===== config.mk =====
export PLATFORM = sky130hd
export DESIGN_NAME = i2s_tx_flat
export DESIGN_NICKNAME = d
export VERILOG_FILES = /design/src/rtl/i2s_pkg.sv /design/src/rtl/i2s_tx_if.sv /design/src/rtl/i2s_tx_clkgen.sv /design/src/rtl/i2s_tx.sv /design/src/flat_wrapper.sv
export SDC_FILE = /design/constraint.sdc
export NUM_CORES = 1
export LEC_CHECK = 0
export BUFFER_PORTS_ARGS = -buffer_cell sky130_fd_sc_hd__buf_4
export CAP_MARGIN = 30
export CORE_UTILIZATION = 59
export CTS_BUF_LIST = sky130_fd_sc_hd__clkbuf_4 sky130_fd_sc_hd__clkbuf_8 sky130_fd_sc_hd__clkbuf_16
export DETAILED_ROUTE_END_ITERATION = 8
export PLACE_DENSITY = 0.8
export SLEW_MARGIN = 20
export SYNTH_ARGS = -nofsm -noshare
export SYNTH_HDL_FRONTEND = slang
export SYNTH_HIERARCHICAL = 1
export SYNTH_SLANG_ARGS = --single-unit

===== constraint.sdc =====
create_clock -name mck_i -period 4.26 [get_ports mck_i]
set_input_delay 0.852 -clock mck_i [delete_from_list [all_inputs] [get_ports mck_i]]
set_output_delay 0.852 -clock mck_i [all_outputs]
set_load 0.01 [all_outputs]

===== src/rtl/i2s_pkg.sv =====
// rtl/i2s_pkg.sv - shared I2S constants, sample type and LRCK polarity (I2S_TX_LJ_EN selects left-justified)
package i2s_pkg;
    localparam int I2S_FRAME = 24;
    localparam int I2S_SLOT  = 32;

    typedef logic signed [I2S_FRAME-1:0] sample_t;

`ifdef I2S_TX_LJ_EN
    localparam logic LRCK_LEFT  = 1'b1;
    localparam logic LRCK_RIGHT = 1'b0;
    // slot position carrying the sample MSB
    localparam int   DATA_OFS   = 0;
`else
    localparam logic LRCK_LEFT  = 1'b0;
    localparam logic LRCK_RIGHT = 1'b1;
    localparam int   DATA_OFS   = 1;
`endif
endpackage


===== src/rtl/i2s_tx_if.sv =====
// rtl/i2s_tx_if.sv - sample-pair valid/ready handshake into the I2S transmitter
interface i2s_tx_if #(
    parameter int FRAME = i2s_pkg::I2S_FRAME
);
    logic signed [FRAME-1:0] l_data;
    logic signed [FRAME-1:0] r_data;
    logic                    valid;
    logic                    ready;

    modport master (output l_data, output r_data, output valid, input ready);
    modport slave  (input l_data, input r_data, input valid, output ready);
endinterface


===== src/rtl/i2s_tx_clkgen.sv =====
// rtl/i2s_tx_clkgen.sv - BCK/LRCK divider with bit tick and frame-start strobes (I2S_TX_LJ_EN flips LRCK)
module i2s_tx_clkgen
    import i2s_pkg::*;
#(
    parameter int SLOT    = I2S_SLOT,
    parameter int MCK_DIV = 4
) (
    input  logic                    mck_i,
    input  logic                    rst_i,
    input  logic                    enable_i,
    output logic                    bck_o,
    output logic                    lrck_o,
    output logic                    tick,
    output logic                    frame_start,
    output logic [$clog2(SLOT)-1:0] next_pos,
    output logic                    next_chan
);
    localparam int DW = $clog2(MCK_DIV);
    localparam int PW = $clog2(SLOT);
    localparam logic [DW-1:0] DIV_HALF = DW'(MCK_DIV / 2 - 1);
    localparam logic [DW-1:0] DIV_LAST = DW'(MCK_DIV - 1);
    localparam logic [PW-1:0] POS_LAST = PW'(SLOT - 1);

    logic [DW-1:0] div_cnt;
    logic [PW-1:0] pos;
    logic          chan;

    // next_pos/next_chan describe the bit position entered on this tick
    always_comb begin
        next_pos  = (pos == POS_LAST) ? '0 : pos + PW'(1);
        next_chan = (pos == POS_LAST) ? ~chan : chan;
    end

    assign tick        = enable_i && (div_cnt == DIV_LAST);
    assign frame_start = tick && (pos == POS_LAST) && chan;

    always_ff @(posedge mck_i or posedge rst_i) begin
        if (rst_i) begin
            div_cnt <= '0;
            pos     <= '0;
            chan    <= 1'b0;
            bck_o   <= 1'b0;
            lrck_o  <= 1'b0;
        end else if (!enable_i) begin
            div_cnt <= '0;
            pos     <= '0;
            chan    <= 1'b0;
            bck_o   <= 1'b0;
            lrck_o  <= 1'b0;
        end else begin
            div_cnt <= tick ? '0 : div_cnt + DW'(1);
            if (div_cnt == DIV_HALF) begin
                bck_o <= 1'b1;
            end
            if (tick) begin
                bck_o <= 1'b0;
                pos   <= next_pos;
                chan  <= next_chan;
                if (next_pos == '0) begin
                    lrck_o <= next_chan ? LRCK_RIGHT : LRCK_LEFT;
                end
            end
        end
    end
endmodule


===== src/rtl/i2s_tx.sv =====
// rtl/i2s_tx.sv - I2S master transmitter: holding register, shift registers, serial data and underrun
// Build option I2S_TX_LJ_EN selects left-justified framing instead of standard I2S.
module i2s_tx
    import i2s_pkg::*;
#(
    parameter int FRAME   = I2S_FRAME,
    parameter int SLOT    = I2S_SLOT,
    parameter int MCK_DIV = 4
) (
    input  logic    mck_i,
    input  logic    rst_i,
    input  logic    enable_i,
    i2s_tx_if.slave smp,
    output logic    bck_o,
    output logic    lrck_o,
    output logic    sdata_o,
    output logic    underrun_o
);
    localparam int PW = $clog2(SLOT);
    localparam logic [PW-1:0] P_LAST = PW'(DATA_OFS + FRAME - 1);

    logic             tick;
    logic             frame_start;
    logic             next_chan;
    logic [PW-1:0]    next_pos;
    logic             hold_full;
    logic             first_frame;
    logic             in_data;
    logic [FRAME-1:0] hold_l, hold_r;
    logic [FRAME-1:0] l_sr, r_sr;
    logic [FRAME-1:0] load_l, load_r;
    logic [FRAME-1:0] cur_l, cur_r;

    i2s_tx_clkgen #(
        .SLOT    (SLOT),
        .MCK_DIV (MCK_DIV)
    ) u_clkgen (
        .mck_i       (mck_i),
        .rst_i       (rst_i),
        .enable_i    (enable_i),
        .bck_o       (bck_o),
        .lrck_o      (lrck_o),
        .tick        (tick),
        .frame_start (frame_start),
        .next_pos    (next_pos),
        .next_chan   (next_chan)
    );

    assign smp.ready = !hold_full;

    // On the load tick the shifters see the incoming frame, so left-justified MSB goes out at once
    always_comb begin
        load_l = hold_full ? hold_l : '0;
        load_r = hold_full ? hold_r : '0;
        cur_l  = frame_start ? load_l : l_sr;
        cur_r  = frame_start ? load_r : r_sr;
`ifdef I2S_TX_LJ_EN
        in_data = (next_pos <= P_LAST);
`else
        in_data = (next_pos != '0) && (next_pos <= P_LAST);
`endif
    end

    always_ff @(posedge mck_i or posedge rst_i) begin
        if (rst_i) begin
            hold_l      <= '0;
            hold_r      <= '0;
            hold_full   <= 1'b0;
            l_sr        <= '0;
            r_sr        <= '0;
            sdata_o     <= 1'b0;
            underrun_o  <= 1'b0;
            first_frame <= 1'b1;
        end else begin
            underrun_o <= 1'b0;
            if (frame_start && hold_full) begin
                hold_full <= 1'b0;
            end else if (smp.valid && !hold_full) begin
                hold_l    <= smp.l_data;
                hold_r    <= smp.r_data;
                hold_full <= 1'b1;
            end

            if (!enable_i) begin
                l_sr        <= '0;
                r_sr        <= '0;
                sdata_o     <= 1'b0;
                first_frame <= 1'b1;
            end else if (tick) begin
                if (frame_start) begin
                    l_sr        <= load_l;
                    r_sr        <= load_r;
                    first_frame <= 1'b0;
                    underrun_o  <= !hold_full && !first_frame;
                end
                if (!in_data) begin
                    sdata_o <= 1'b0;
                end else if (next_chan) begin
                    sdata_o <= cur_r[FRAME-1];
                    r_sr    <= cur_r << 1;
                end else begin
                    sdata_o <= cur_l[FRAME-1];
                    l_sr    <= cur_l << 1;
                end
            end
        end
    end
endmodule

===== src/flat_wrapper.sv =====
// flat-port wrapper written by rule: the top's interface ports become plain ports
module i2s_tx_flat import i2s_pkg::*;
#(
    parameter int FRAME   = I2S_FRAME,
    parameter int SLOT    = I2S_SLOT,
    parameter int MCK_DIV = 4
)
  (mck_i, rst_i, enable_i, bck_o, lrck_o, sdata_o, underrun_o, smp_l_data, smp_r_data, smp_valid, smp_ready);
  i2s_tx_if #(.FRAME(FRAME)) smp_i ();
  input  logic mck_i;
  input  logic rst_i;
  input  logic enable_i;
  output logic bck_o;
  output logic lrck_o;
  output logic sdata_o;
  output logic underrun_o;
  input wire logic [$bits(smp_i.l_data)-1:0] smp_l_data;
  input wire logic [$bits(smp_i.r_data)-1:0] smp_r_data;
  input wire logic [$bits(smp_i.valid)-1:0] smp_valid;
  output wire logic [$bits(smp_i.ready)-1:0] smp_ready;
  assign smp_i.l_data = smp_l_data;
  assign smp_i.r_data = smp_r_data;
  assign smp_i.valid = smp_valid;
  assign smp_ready = smp_i.ready;
  i2s_tx #(.FRAME(FRAME), .SLOT(SLOT), .MCK_DIV(MCK_DIV)) u_core (.mck_i(mck_i), .rst_i(rst_i), .enable_i(enable_i), .smp(smp_i), .bck_o(bck_o), .lrck_o(lrck_o), .sdata_o(sdata_o), .underrun_o(underrun_o));
endmodule

**Word level (Yosys, flattened, before mapping)**

Index checks and enable logic that the tools add are counted.

- Bits of input ports: 52
- Word-level logic and storage cells: 79
- Register bits after elaboration: 110

- Add/sub/neg operators: 2
- Reduce and logical (&&, ||, !) cells: 15
- Magnitude comparators: 1
- Bitwise operators: 2
- Muxes and demuxes: 39
- Equal/unequal tests: 7

Operators by type and width:

| cell | count |
|---|---|
| two-way mux 24 bit | 12 |
| two-way mux 1 bit | 22 |
| two-way mux 5 bit | 3 |
| logical AND 1 bit | 7 |
| != test 2 x 1 -> 1 bit, second input constant | 3 |
| AND reduction 2 bit | 3 |
| adder 5 x 1 -> 5 bit, second input constant | 1 |
| == test 5 bit, second input constant | 1 |
| <= comparator 5 bit, second input constant | 1 |
| zero test 5 bit | 1 |
| nonzero test 5 bit | 1 |
| two-way mux 2 bit | 2 |
| != test 3 x 1 -> 1 bit, second input constant | 1 |
| adder 2 x 1 -> 2 bit, second input constant | 1 |
| == test 2 x 1 -> 1 bit, second input constant | 1 |
| == test 2 bit, second input constant | 1 |
| zero test 1 bit | 2 |
| inverter 1 bit | 2 |
| nonzero test 2 bit | 1 |

**Depth between registers and ports, before layout**

- Word-level depth: 9
- Mapped depth: 11
- Depth with buffers taken out: 9

**By module**

Netlist, hierarchy kept.

Modules (own cells, without submodules):

| module | area each (sq um) | seq. area each (sq um) | instances | cells an instance |
|---|---|---|---|---|
| i2s_tx | 4845.9 | 2503.7 | 1 | 443 |
| i2s_tx_clkgen | 550.5 | 250.2 | 1 | 53 |

**Worst setup path before layout**

No wires, ideal clock.

- Kind: reg-to-reg
- Start point: register u_core.u_clkgen.pos[0]
- End point: register u_core.r_sr[10]
- Data required time: 4.134 ns
- Period minus slack after synthesis: 2.622 ns
- Setup slack: 1.638 ns
- Buffers on the path: 1
- Arrival: 2.496 ns
- Cell stages (with the launch flop): 11
- Path through: dfrtp_1 -> ha_1 -> and3_2 -> ha_1 -> nor2_1 -> mux2_4 -> nor4_4 -> a211o_1 -> clkbuf_1 -> nor3_1 -> a221o_1

- Elaborated cells between the ends (all ways): 14

RTL lines:

| what | RTL line | RTL |
|---|---|---|
| from (decl) | i2s_tx_clkgen.sv:25 | `logic [PW-1:0] pos;` |
| from (signal assigned) | i2s_tx_clkgen.sv:57 | `pos <= next_pos;` |
| adder 5 x 1 -> 5 bit or == test 5 bit (tied branches) | i2s_tx_clkgen.sv:30 | `next_pos = (pos == POS_LAST) ? '0 : pos + PW'(1);` |
| two-way mux 5 bit (*) | i2s_tx_clkgen.sv:30 |  |
| net u_core.next_pos[3] | i2s_tx.sv:25 | `logic [PW-1:0] next_pos;` |
| <= comparator 5 bit or nonzero test 5 bit (tied branches) | i2s_tx.sv:60 | `in_data = (next_pos != '0) && (next_pos <= P_LAST);` |
| logical AND 1 bit (*) | i2s_tx.sv:60 |  |
| two-way mux 24 bit (*) | i2s_tx.sv:96 | `if (!in_data) begin` |
| two-way mux 24 bit (*) | i2s_tx.sv:89 | `end else if (tick) begin` |
| two-way mux 24 bit (*) | i2s_tx.sv:84 | `if (!enable_i) begin` |
| to (signal assigned) | i2s_tx.sv:92 | `r_sr <= load_r;` |
| to (signal assigned) | i2s_tx.sv:100 | `r_sr <= cur_r << 1;` |
| to (decl) | i2s_tx.sv:30 | `logic [FRAME-1:0] l_sr, r_sr;` |

Mark *: on every way through the listed nets, which the timed path passes. The rest lies on a longest branch. The select of a mux whose other input is x is not followed.
A chain may end at the register's enable or synchronous reset.

**Worst setup path in the final report**

- Start point: register u_core.u_clkgen.pos[0]
- End point: register u_core.l_sr[10]

- Elaborated cells between the ends (all ways): 14

RTL lines:

| what | RTL line | RTL |
|---|---|---|
| adder 5 x 1 -> 5 bit or == test 5 bit (tied branches) | i2s_tx_clkgen.sv:30 |  |
| two-way mux 5 bit (*) | i2s_tx_clkgen.sv:30 |  |
| net u_core.next_pos[3] | i2s_tx.sv:25 |  |
| <= comparator 5 bit or nonzero test 5 bit (tied branches) | i2s_tx.sv:60 |  |
| logical AND 1 bit (*) | i2s_tx.sv:60 |  |
| two-way mux 24 bit (*) | i2s_tx.sv:96 |  |
| two-way mux 24 bit (*) | i2s_tx.sv:89 |  |
| two-way mux 24 bit (*) | i2s_tx.sv:84 |  |
| to (signal assigned) | i2s_tx.sv:91 | `l_sr <= load_l;` |
| to (signal assigned) | i2s_tx.sv:103 | `l_sr <= cur_l << 1;` |
| to (decl) | i2s_tx.sv:30 |  |

Marks and branches as above.

==> results.toml <==
[cts]
cts_sinks = 110
postCtsSetupRepairBufs = 0
clkTransAtPathRegs_ns = 0.10
cts_tree = "done"
clock_latency_ns = 0.37
cts_htree_levels = 3
cts_resized = 0
root_buffer = "clkbuf_8"
cts_buffers = 9
clock_path_buffers = 2
ctsHoldBuffers = 0

[timing]
tightest_slew_ns = 0.9755
rsz0062_at_grt = "false"
max_slew_margin_pct = 34.76
period_share_pct = 72.56
setup-violations-final = 0
drv_slew = 0
tns_ns = 0
hold_viol = 0
period_needed_ns = 3.091
fmax_mhz = 323.5
fin_skew_ns = 0.01448

[synth]
synthMuxAreaShare_pct = 11.59
synth_most_common_cell = "dfrtp_1"
synth_edf_count = 0
synth-seq-cells = 110
synth_xor_area_share_pct = 0.4869
synth.yosys.warnings = 6
seq_area_frac_synth_pct = 51.03
yosys.area_share.simple_pct = 17.04
synth_compound_area_share_pct = 14.65
netlist_instances = 496
synth_area_um2 = 5396
synthArstFlopShare_pct = 100.0
synth_nets = 553
synth_top_area_share_pct = 50.54
ys_types = 37
synth_top_flop_cell = "dfrtp_1"
avgSynthCellArea_um2 = 10.88
yosysTopAreaCell = "dfrtp_1"
ys_top_cells_by_area = "dfrtp_1, mux2_2, a221o_1"
synth_top_family_by_area = "simple AND/OR/NAND/NOR gates"
synth_common_cells = "dfrtp_1, nor2_1, mux2_2, nor2b_1, a21oi_1"
synth_fa_ha_area_share_pct = 1.159

[layout]
layout-drive-gt1-share_pct = 27.70
nNetsFinal = 590
syn_to_final_growth_pct = 12.66
fin_util_pct = 69.04
insertedDiodeCount = 0

[drt]
final_antenna_net_count = 0
postRouteWirelength_um = 11200
via_count = 3936
vias_per_cell = 6.093
drtIter0Drc = 350
wire_per_inst_um = 17.34
drc = 10
firstDrtPassIters = 7

[power_and_ir_drop]
p_int_w = 0.001424
p_switching_w = 0.0004574
vdd_drop_max_mv = 0.2203
pwr-share-clk_pct = 34.5
combinationalPowerShare_pct = 7.4
powerDensity_nw_per_um2 = 309.5
pwr-share-seq_pct = 58.1
leakage_nw = 2.779
swShare_pct = 24.31

[grt]
track_usage_pct = 25.27
grt_pass1_vias = 3908
gr-total-overflow = 0
antenna_found_initial = 0
grt_max_degree = 59
grt_pass1_wl_um = 19260

[floorplan]
fp.dieArea_um2 = 9533
io_pins = 57
start_util_pct = 61.28
die_w_um = 97.64
rows = 34
fp.dieH_um = 97.64
core_um2 = 8806

[setup_path]
path_max_fanout = 23
reg2reg_from = "u_core/u_clkgen/pos[0]"
criticalPathCategory = "reg2reg"
crit_start = "u_core/u_clkgen/pos[0]"
cp.arrival_ns = 3.35
critical_path.startpoint_type = "flip-flop"
end_kind = "flip-flop"
critPathRequiredTime_ns = 4.52

[worst_hold_path]
min_from = "u_core/first_frame"
min_path_type = "reg2reg"

[placement]
routabilityCongestion = 0.7626
io_buffers = 56
dp_hpwl_um = 7176

[outcome]
violations = "DRC"
status = "finished with violations"

[flow_run]
max_cap_viol_count = 0
[metal layers]
layer,global-route usage (%),share of wire (%)
met4,8.275,1.2
met5,0,0
met3,4.532,4.4
met1,34.51,46
met2,41.03,49
[layout make-up]
type / count / area (um2)
well taps: 108 / 135.1
flip-flops and latches: 110 / 2754
multi-input cells: 339 / 2444
clock buffers: 10 / 131.4
repair buffers: 66 / 515.5
fillers: 651 / 2726
clock inverters: 6 / 71.32
inverters: 7 / 28.78
[power groups by stage]
stage / clock network (W) / logic [W] / registers, W
2_1_floorplan: 0 / 0.0000772 / 0.00111
3_3_place_gp: 0 / 0.000130 / 0.00111
3_5_place_dp: 0 / 0.000141 / 0.00111
4_1_cts: 0.000662 / 0.000141 / 0.00109
5_1_grt: 0.000702 / 0.000153 / 0.00110
6_report: 0.000649 / 0.000139 / 0.00109
[final timing paths]
| check | to | slack [ns] | cells after the start |
|---|---|---|---|
| worst max-delay path | u_core/l_sr[10] | 1.17 | 9 |
| worst min-delay path | u_core/first_frame | 0.47 | 2 |
| worst max register to register | u_core/l_sr[10] | 1.17 | 9 |
| worst min register to register | u_core/first_frame | 0.47 | 2 |
| max in group asynchronous | u_core/first_frame | 2.90 | 3 |
| min in group asynchronous | u_core/u_clkgen/lrck_o | 0.48 | 2 |
[sequential cells by signal, indices dropped and copies added, names as in the netlist, 2 cells and up]
register	cells
u_core/hold_r	24
u_core/r_sr	24
u_core/hold_l	24
u_core/u_clkgen/div_cnt	2
u_core/u_clkgen/pos	5
u_core/l_sr	24
[kinds of logic after synthesis]
logic type,count (synthesis)
compound gates,103
xor+xnor,3
fa+ha+maj,5
buf+inv,47
flops,110
mux,56
simple gates,172
[critical path, stage by stage, from the launching register on]
cell and delay, ns:
dfrtp_1 0.45, ha_1 0.22, and3_2 0.19, ha_1 0.28
nor2_1 0.08, mux2_4 0.31, nor4_4 0.35, a211o_1 0.67
nor3_1 0.14, a221o_1 0.29
[cells in the final DEF (no fill, tap or decap), drive strengths merged, types with 3 or more instances in the layout]
cell type,n
dfrtp,109
buf,66
nor2,56
mux2,49
nor2b,48
a21oi,45
a221o,44
nor3,38
clkbuf,10
nand2,9
inv,8
mux2i,7
nand2b,5
o21ai,5
ha,5
nand3,5
and3,5
and2,3
a22o,3
clkinv,3
[per-stage QoR]
step | worst slack (ns) | cells | hold slack, ns | power, W | instance area [um2]
after global routing | 0.9776 | 646 | 0.5050 | 0.001952 | 6080
after CTS | 1.198 | 646 | 0.4694 | 0.001896 | 6080
after global placement | 1.353 | 629 | 0.4513 | 0.001242 | 5849
final | 1.169 | 646 | 0.4671 | 0.001882 | 6080
after detailed placement | 1.227 | 630 | 0.4531 | 0.001254 | 5877
after floorplan | 0.7909 | 496 | 0.4377 | 0.001183 | 5396
Power figures use the tool's default switching activity.
